--- config.mk ---
export PLATFORM = sky130hd
export DESIGN_NAME = ev22_pc_sequencer
export DESIGN_NICKNAME = d
export VERILOG_FILES = /design/src/rtl/ev22_seq_pkg.sv /design/src/rtl/ev22_ret_stack.sv /design/src/rtl/ev22_pc_sequencer.sv
export SDC_FILE = /design/constraint.sdc
export NUM_CORES = 1
export LEC_CHECK = 0
export BUFFER_PORTS_ARGS = -buffer_cell sky130_fd_sc_hd__buf_2
export CAP_MARGIN = 20
export CORE_UTILIZATION = 50
export CTS_CLUSTER_SIZE = 40
export DETAILED_ROUTE_END_ITERATION = 12
export PLACE_DENSITY = 0.72
export SLEW_MARGIN = 15
export SYNTH_ARGS = -nofsm -noshare
export SYNTH_HDL_FRONTEND = slang
export SYNTH_SLANG_ARGS = --single-unit
--- constraint.sdc ---
create_clock -name clk -period 3.8 [get_ports clk]
set_input_delay 0.38 -clock clk [delete_from_list [all_inputs] [get_ports clk]]
set_output_delay 0.38 -clock clk [all_outputs]
set_load 0.005 [all_outputs]
--- src/rtl/ev22_seq_pkg.sv ---
// Shared definitions for the EV22 fetch/execute sequencer: state encoding,
// opcode class match patterns and the NOP word.
package ev22_seq_pkg;

  typedef enum logic [1:0] {
    ST_FETCH  = 2'd0,
    ST_DECODE = 2'd1,
    ST_EXEC   = 2'd2,
    ST_WAIT   = 2'd3
  } state_t;

  // Jump classes match on ir[15:11], BSR on ir[15:10], RET on ir[15:8].
  localparam logic [4:0] OP_JMP = 5'b00100;
  localparam logic [4:0] OP_JZE = 5'b00101;
  localparam logic [4:0] OP_JNE = 5'b00110;
  localparam logic [4:0] OP_JCY = 5'b00111;
  localparam logic [5:0] OP_BSR = 6'b000111;
  localparam logic [7:0] OP_RET = 8'b01000001;

  localparam logic [15:0] NOP_WORD = 16'h0000;

endpackage

--- src/rtl/ev22_ret_stack.sv ---
// Return-address LIFO: push on full overwrites the top entry, pop on empty leaves
// the pointer at zero and dout reads 0. Only the pointer is reset.
module ev22_ret_stack #(
  parameter int W     = 11,
  parameter int DEPTH = 4
) (
  input  logic         clk,
  input  logic         reset,
  input  logic         push,
  input  logic         pop,
  input  logic [W-1:0] din,
  output logic [W-1:0] dout,
  output logic         full,
  output logic         empty
);

  localparam int PW = $clog2(DEPTH);

  logic [W-1:0]  mem [DEPTH];
  logic [PW:0]   sp;
  logic [PW-1:0] top_idx;

  assign full    = (sp == (PW+1)'(DEPTH));
  assign empty   = (sp == '0);
  assign top_idx = PW'(sp - 1'b1);
  assign dout    = empty ? '0 : mem[top_idx];

  always_ff @(posedge clk) begin
    if (push && !reset) begin
      mem[full ? top_idx : sp[PW-1:0]] <= din;
    end
  end

  always_ff @(posedge clk) begin
    if (reset) begin
      sp <= '0;
    end else if (push) begin
      if (!full) sp <= sp + 1'b1;
    end else if (pop) begin
      if (!empty) sp <= sp - 1'b1;
    end
  end

endmodule

--- src/rtl/ev22_pc_sequencer.sv ---
// EV22 fetch/decode/execute sequencer: PC, instruction register and return stack.
// Optional single-step port and WAIT state with EV22_SEQ_STEP_EN.
module ev22_pc_sequencer
  import ev22_seq_pkg::*;
#(
  parameter int                ADDR_W      = 11,
  parameter int                STACK_DEPTH = 4,
  parameter logic [ADDR_W-1:0] RESET_PC    = '0
) (
  input  logic              clk,
  input  logic              reset,
  input  logic [15:0]       rom_data,
  output logic [ADDR_W-1:0] rom_addr,
  output logic [15:0]       ir,
  output logic              exec_en,
  input  logic              stall,
  input  logic              flag_z,
  input  logic              flag_w15,
  input  logic              flag_cy,
`ifdef EV22_SEQ_STEP_EN
  input  logic              step,
`endif
  output logic              stk_err,
  output logic [ADDR_W-1:0] pc
);

  localparam logic [ADDR_W-1:0] ONE = {{(ADDR_W-1){1'b0}}, 1'b1};
`ifdef EV22_SEQ_STEP_EN
  localparam state_t ST_IDLE = ST_WAIT;
`else
  localparam state_t ST_IDLE = ST_FETCH;
`endif

  state_t            state;
  logic              commit;
  logic              is_jmp, is_jze, is_jne, is_jcy, is_bsr, is_ret;
  logic              push, pop;
  logic [ADDR_W-1:0] next_pc, pc_inc, bsr_off, stk_top;
  logic              stk_full, stk_empty;

  assign rom_addr = pc;
  assign commit   = (state == ST_EXEC) && !stall;
  assign pc_inc   = pc + ONE;
  assign bsr_off  = ADDR_W'($signed(ir[9:0]));

  assign is_jmp = (ir[15:11] == OP_JMP);
  assign is_jze = (ir[15:11] == OP_JZE);
  assign is_jne = (ir[15:11] == OP_JNE);
  assign is_jcy = (ir[15:11] == OP_JCY);
  assign is_bsr = (ir[15:10] == OP_BSR);
  assign is_ret = (ir[15:8]  == OP_RET);

  always_comb begin
    next_pc = pc_inc;
    push    = 1'b0;
    pop     = 1'b0;
    if (is_jmp || (is_jze && flag_z) || (is_jne && !flag_w15) || (is_jcy && flag_cy)) begin
      next_pc = ir[ADDR_W-1:0];
    end else if (is_bsr) begin
      next_pc = pc + bsr_off;
      push    = commit;
    end else if (is_ret) begin
      next_pc = stk_top + ONE;
      pop     = commit;
    end
  end

  ev22_ret_stack #(
    .W     (ADDR_W),
    .DEPTH (STACK_DEPTH)
  ) u_stack (
    .clk   (clk),
    .reset (reset),
    .push  (push),
    .pop   (pop),
    .din   (pc),
    .dout  (stk_top),
    .full  (stk_full),
    .empty (stk_empty)
  );

  always_ff @(posedge clk) begin
    if (reset) begin
      state   <= ST_IDLE;
      pc      <= RESET_PC;
      ir      <= NOP_WORD;
      exec_en <= 1'b0;
      stk_err <= 1'b0;
    end else begin
      if ((push && stk_full) || (pop && stk_empty)) stk_err <= 1'b1;
      case (state)
        ST_FETCH: state <= ST_DECODE;
        ST_DECODE: begin
          ir      <= rom_data;
          exec_en <= 1'b1;
          state   <= ST_EXEC;
        end
        ST_EXEC: begin
          // exec_en stays high through stalled cycles; pc moves only on commit
          if (!stall) begin
            pc      <= next_pc;
            exec_en <= 1'b0;
            state   <= ST_IDLE;
          end
        end
        default: begin
`ifdef EV22_SEQ_STEP_EN
          if (step) state <= ST_FETCH;
`else
          state <= ST_FETCH;
`endif
        end
      endcase
    end
  end

endmodule

======== Word level (Yosys, flattened, before mapping) ========
Memory sizes are Yosys's and may differ from the RTL's.
Index checks and enable logic that the tools add are counted.
Widths: inputs -> output; s select.
word-level totals
  register bits ........................... 34
  RAM bits ................................ 44
  word-level logic and storage cells ...... 66
  memories ................................ 1
  input port bits ......................... 22
memories
  memory       depth  bits a word  read ports  clocked after Yosys merged registers in  wr ports  RTL line              text
  u_stack.mem  4      11           1           0                                        1         ev22_ret_stack.sv:19  logic [W-1:0] mem [DEPTH];
operators by class
  mux-type cells .......................... 20
  bitwise operators ....................... 1
  equal/unequal tests ..................... 12
  reduce and logical (&&, ||, !) cells .... 21
  add/sub/neg operators ................... 5
operators with widths
  operator               number
  $mux 11                4
  $add 11x1->11 const B  2
  $eq 5x3->1 const B     4
  $mux 3                 4
  $add 11x11->11         1
  $eq 8x7->1 const B     1
  $mux 1                 8
  $logic_and 1x1->1      7
  $eq 6x3->1 const B     1
  $ne 2x2->1 const B     3
  $pmux 2 s3             1
  $logic_or 1x1->1       4
  $mux 2                 2
  $reduce_and 2->1       2
  $reduce_bool 2->1      2
  $add 3x1->3 const B    1
  $eq 3x3->1 const B     1
  $logic_not 1->1        3
  $logic_not 3->1        1
  $reduce_and 3->1       1
  $sub 3x1->3 const B    1
  $eq 2x1->1 const B     1
  $eq 2x2->1 const B     1
  $logic_not 2->1        1
  other kinds (2)        2

======== Longest topological paths before layout ========
  word-level depth ........................ 9
  gate-level depth with buffers ........... 13
  gate-level depth less buffers ........... 10

======== Hierarchy ========
A second synthesis with hierarchy kept.
unflattened totals
  cells, all modules ...................... 411
  area total of the unflattened synthesis .. 4,399.2 um^2
by module, submodules not included
  module             area an instance (um^2)  seq. area each (um^2)  times used  cells an instance
  ev22_pc_sequencer  2,364.8                  620.6                  1           304
  ev22_ret_stack     2,034.5                  1,381.3                1           107

======== Least setup slack after synthesis ========
No wires, ideal clock.
  kind .................................... register -> register
  from .................................... register u_stack.sp[0]
  to ...................................... register pc[10]
  slack ................................... 827 ps
  period minus slack after synthesis ...... 2,973 ps
  library setup time ...................... 122 ps
  required time ........................... 3,678 ps
  data arrival time ....................... 2,852 ps
  stages on the path, launching flop included .. 13
  buffers on the path ..................... 3
  cell sequence ........................... dfxtp_1 > buf_4 > buf_4 > inv_1 > ha_1 > buf_2 > mux4_2 > a22o_1 > ha_1 > nand3_1 > or4_1 > a31oi_1 > a21oi_1
on the way
  word-level cells in the longest chain between the ends .. 7
  elaborated cells on any way between the ends .. 8
  those cells by class .................... 2 x add/sub; 4 x mux; 1 x reduce/logical; 1 x memory
RTL lines
  item                      RTL line                  text
  start: declaration        ev22_ret_stack.sv:20      logic [PW:0] sp;
  start signal: assignment  ev22_ret_stack.sv:38      if (!full) sp <= sp + 1'b1;
  start signal: assignment  ev22_ret_stack.sv:40      if (!empty) sp <= sp - 1'b1;
  $sub 3x1->3               ev22_ret_stack.sv:25      assign top_idx = PW'(sp - 1'b1);
  $mem_v2 4x11              n/a
  $mux 11 (*)               ev22_ret_stack.sv:26      assign dout = empty ? '0 : mem[top_idx];
  $add 11x1->11 (*)         ev22_pc_sequencer.sv:63   next_pc = stk_top + ONE;
  $mux 11 (*)               ev22_pc_sequencer.sv:62   end else if (is_ret) begin
  $mux 11 (*)               ev22_pc_sequencer.sv:59   end else if (is_bsr) begin
  $mux 11 (*)               ev22_pc_sequencer.sv:57   if (is_jmp || (is_jze && flag_z) || (is_jne && !flag_w15) || (is_jcy && flag_cy)) begin
  end signal: assignment    ev22_pc_sequencer.sv:101  pc <= next_pc;
  end: declaration          ev22_pc_sequencer.sv:24   output logic [ADDR_W-1:0] pc
Mark *: on every way between the ends. The rest lies on a longest branch, timed or not.
A chain may end at the register's enable or synchronous reset.

======== Final worst setup path ========
  from .................................... register u_stack.sp[1]
  to ...................................... register pc[10]
Same word-level chain as after synthesis.

==> out/results.txt <==
Clock-pin slew on the worst setup and hold paths: 80 ps. The final setup TNS is 0 ps. Once detail routing completed, the nets flagged for antenna violations numbered 0. The number of cells on the worst reg-to-reg path is 9.

Share of total power in combinational logic: 0.079. The net count reported at finish is 463, and the final non-filler cell area is 4510 um^2. Data on the critical path is required at its endpoint by 4030 ps. Counting stages on the worst path, the most repeated cell is ha_1.

The clock network power share was 0.359; the total congestion overflow after global routing was 0. The async set-or-reset flop fraction in the synthesized netlist was 0; the total via count in the routed design was 3141. Detailed placement finished with a half-perimeter wire length of 6.34 mm.

The most common flop cell mapped by yosys is edfxtp_1. The logs give 8390 um^2 for the die footprint and 0.519 for the initial core utilization. The number of synthesized register bits was 78; the global-route wire length before repair was 15.0 mm.

After synthesis the cells add up to 4010 um^2. The filler cells instantiated in the layout total 662. The run gives 55 as the number of different library cells in the post-synthesis netlist.

For this design, the sink count on the clock tree is 78. In this run the mean area of a mapped cell was 10.7 um^2. The tools report the headroom to the max-slew limit as 0.525. The via count of the first global-routing pass is 2921. Placeable core region: 7730 um^2. The cell accounting for the most synthesized area is edfxtp_1. In this run the worst setup path terminates at pc[10]$_SDFFE_PP0N_.

The portion of total power attributed to sequential cells was 0.562; the final-layout worst hold slack was 254 ps. Setup repair after global routing left no endpoint under its margin. The total cell area at the placement stage came out at 4320 um^2. The worst hold path passes through 3 cells. The number of setup buffers added after CTS is 0. The run finished with clean final reports.

The final-report hold violation count came out at 0. The setup-violating endpoint count in the final report was 0; the diode insertion count for antenna repair was 0. Entering global routing, the biggest net connects 39 pins. Compared with the post-synthesis result, the final layout area differs by 12.4%.

The sequential fraction of the synthesis area was 0.499; the clock period minus final worst setup slack was 3130 ps. CTS built an H-tree with a depth of 3. Counting the buffers created by CTS gives 9.

The DRC violation count after routing was 0. The slowest stage cell on the critical path was ha_1. The worst flop-to-flop path endpoint was pc[10]$_SDFFE_PP0N_. Setup slack on the worst reg-to-reg path comes out at 670 ps. The power density normalized to cell area is 367 nW/um^2. The post-synth net total was 415; the global routing usage summed across all routing layers was 0.237.

The number of antenna violations at the first check in global routing came out at 0. The largest vdd supply drop came out at 0.000178 V. The tools report the routability-driven placement congestion ratio as 0.900.

Total power for the finished layout comes to 1.66 mW. From left edge to right edge, the die measures 91.6 um. The timing-limited maximum frequency is 320 MHz, and the height of the die is 91.6 um. In this run, post-CTS repair resized a total of 0 instances. The setup skew after layout was 13.2 ps; the number of synthesized flops with an enable pin was 44.

The tools report the startpoint of the most critical setup path as u_stack.sp[1]$_SDFFE_PP0P_. For this design the total switching power over the nets is 0.404 mW. Worst hold-check path type: in2reg.

The startpoint-to-endpoint class of the critical path is reg2reg. The number of buffers inserted by port buffering came out at 61. TritonCTS built the clock tree. The core occupancy in the finished layout is 0.584, and the average vias per placed instance is 5.92.

Yosys printed 0 warnings. The run gives 1.70 nW as the static leakage. After synthesis, the cell types taking the most area are edfxtp_1 (33%), dfxtp_1 (17%), mux4_2 (6.2%). The top-area cell type share of the netlist area came out at 0.329. STA puts the critical path data arrival time at 3360 ps. The endpoint type of the worst setup path is a flip-flop. The tools report the number of hold-repair buffers added at the cts stage as 0.

The transition time of the tightest slew-check pin came out at 712 ps. The clock passes through at most 2 buffers. The largest stage delay on the critical path is 690 ps.

The startpoint of the most critical register-to-register path was u_stack.sp[1]$_SDFFE_PP0P_. The final cycle utilization of the critical path is 0.823, and the number of max-slew violations in the final report is 0. The DRC violation total after the first TritonRoute iteration is 342.

The row count was 32. After detailed routing, the average wire length per cell comes to 17.5 um. Fraction of final layout cells with drive strength greater than 1: 0.233. 62 I/O pins were placed.

The critical-path maximum fanout was 14. The switching power share of the total is 0.244, and the internal power component is 1.25 mW. In this run the clock root is driven by a clkbuf_8.

Clock latency on the worst-skew pair, taken at its later pin, is 360 ps. Synthesis produced 376 cells. The tool flagged a number of max-cap violations equal to 0.

The worst setup path is launched from a flip-flop. Total wire length: 9.31 mm. The signal on the critical path passes through inv_1, ha_1, mux4_2, a22o_1, ha_1, nand3_1, or4_1, a31oi_1, a21oi_1.

The pre-antenna-repair detailed-routing pass consisted of 5 iterations.
==> registers in the layout (all words and copies together) (netlist names) <==
register     count
state            2
ir              16
u_stack.mem     44
exec_en          1
u_stack.sp       3
stk_err          1
pc              11
==> cell usage after synthesis, types with 5 or more instances <==
| cell type | count |
|---|---|
| and3_1 | 5 |
| xnor2_1 | 7 |
| edfxtp_1 | 44 |
| a21oi_1 | 35 |
| ha_1 | 16 |
| dfxtp_1 | 34 |
| xor2_1 | 6 |
| nand3_1 | 10 |
| nor3_1 | 10 |
| mux4_2 | 11 |
| o211ai_1 | 6 |
| buf_4 | 13 |
| or3_1 | 6 |
| inv_1 | 7 |
| clkbuf_1 | 13 |
| a31oi_1 | 7 |
| nor2_1 | 18 |
| o21ai_0 | 10 |
| a22oi_1 | 7 |
| nand2_1 | 51 |
==> critical path, delay by kind of cell (launching register included) <==
family,cells,cell delay [ps]
adders and majority gates,2,890
DFF,1,400
AOI/OAI and AO/OA,3,490
muxes,1,320
and+or+nand+nor,2,810
buffers and inverters,1,110
==> logic make-up after synthesis <==
group           Yosys count  synth area share
compound gates           89             0.141
xor+xnor                 13            0.0284
fa+ha+maj                17            0.0549
buf+inv                  38            0.0505
flops                    78             0.499
mux                      14            0.0696
simple gates            127             0.157
==> power groups by stage <==
stage | Combinational (mW) | Clock, mW | Sequential [mW]
2_1_floorplan | 0.0854 | 0 | 0.944
3_3_place_gp | 0.127 | 0 | 0.948
3_5_place_dp | 0.130 | 0 | 0.949
4_1_cts | 0.131 | 0.597 | 0.930
5_1_grt | 0.148 | 0.636 | 0.934
6_report | 0.131 | 0.595 | 0.931
==> area by class of cell <==
cell class              instances  area (um^2)  share of cell area
flip-flops and latches         78         2000               0.444
multi-input cells             260         1810               0.401
repair buffers                 68          358              0.0793
clock buffers                  13          170              0.0377
well taps                     102          128              0.0283
inverters                       7         26.3             0.00583
clock inverters                 3         17.5             0.00388
==> how the worst min path moves through the flow <==
stage / from / endpoint / slack, ps
global route: rom_data[0] / ir[0]$_SDFFE_PP0P_ / 270
global placement: exec_en$_SDFFE_PP0P_ / exec_en$_SDFFE_PP0P_ / 470
floorplan: stk_err$_SDFFE_PP0P_ / stk_err$_SDFFE_PP0P_ / 460
finish: rom_data[0] / ir[0]$_SDFFE_PP0P_ / 250
CTS: rom_data[15] / ir[15]$_SDFFE_PP0P_ / 260
detailed placement: exec_en$_SDFFE_PP0P_ / exec_en$_SDFFE_PP0P_ / 480
==> placed cells by master (no fill, tap or decap), types with 5 or more instances in the layout <==
cell | synthesis | layout
o211ai_1 | 6 | 6
nor2_1 | 18 | 18
a21oi_1 | 35 | 35
xnor2_1 | 7 | 7
nand3_1 | 10 | 10
mux4_2 | 11 | 11
inv_1 | 7 | 7
clkbuf_8 | 0 | 10
ha_1 | 16 | 16
nand2_1 | 51 | 51
o21ai_0 | 10 | 10
xor2_1 | 6 | 6
a22oi_1 | 7 | 7
and3_1 | 5 | 5
or3_1 | 6 | 6
buf_4 | 13 | 7
dfxtp_1 | 34 | 34
edfxtp_1 | 44 | 44
nor3_1 | 10 | 10
a31oi_1 | 7 | 7
buf_2 | 2 | 61
==> metal layers <==
metal  track usage  share of wire
met5             0              0
met2         0.385           0.47
met4        0.0899          0.016
met1         0.320           0.45
met3        0.0369          0.064
==> metrics by stage <==
stage,std cells,setup slack (ps)
after floorplan,376,827
after global routing,531,470
final,531,672
after detailed placement,515,711
after global placement,515,848
after CTS,531,690
(Power assumes the default switching activity.)
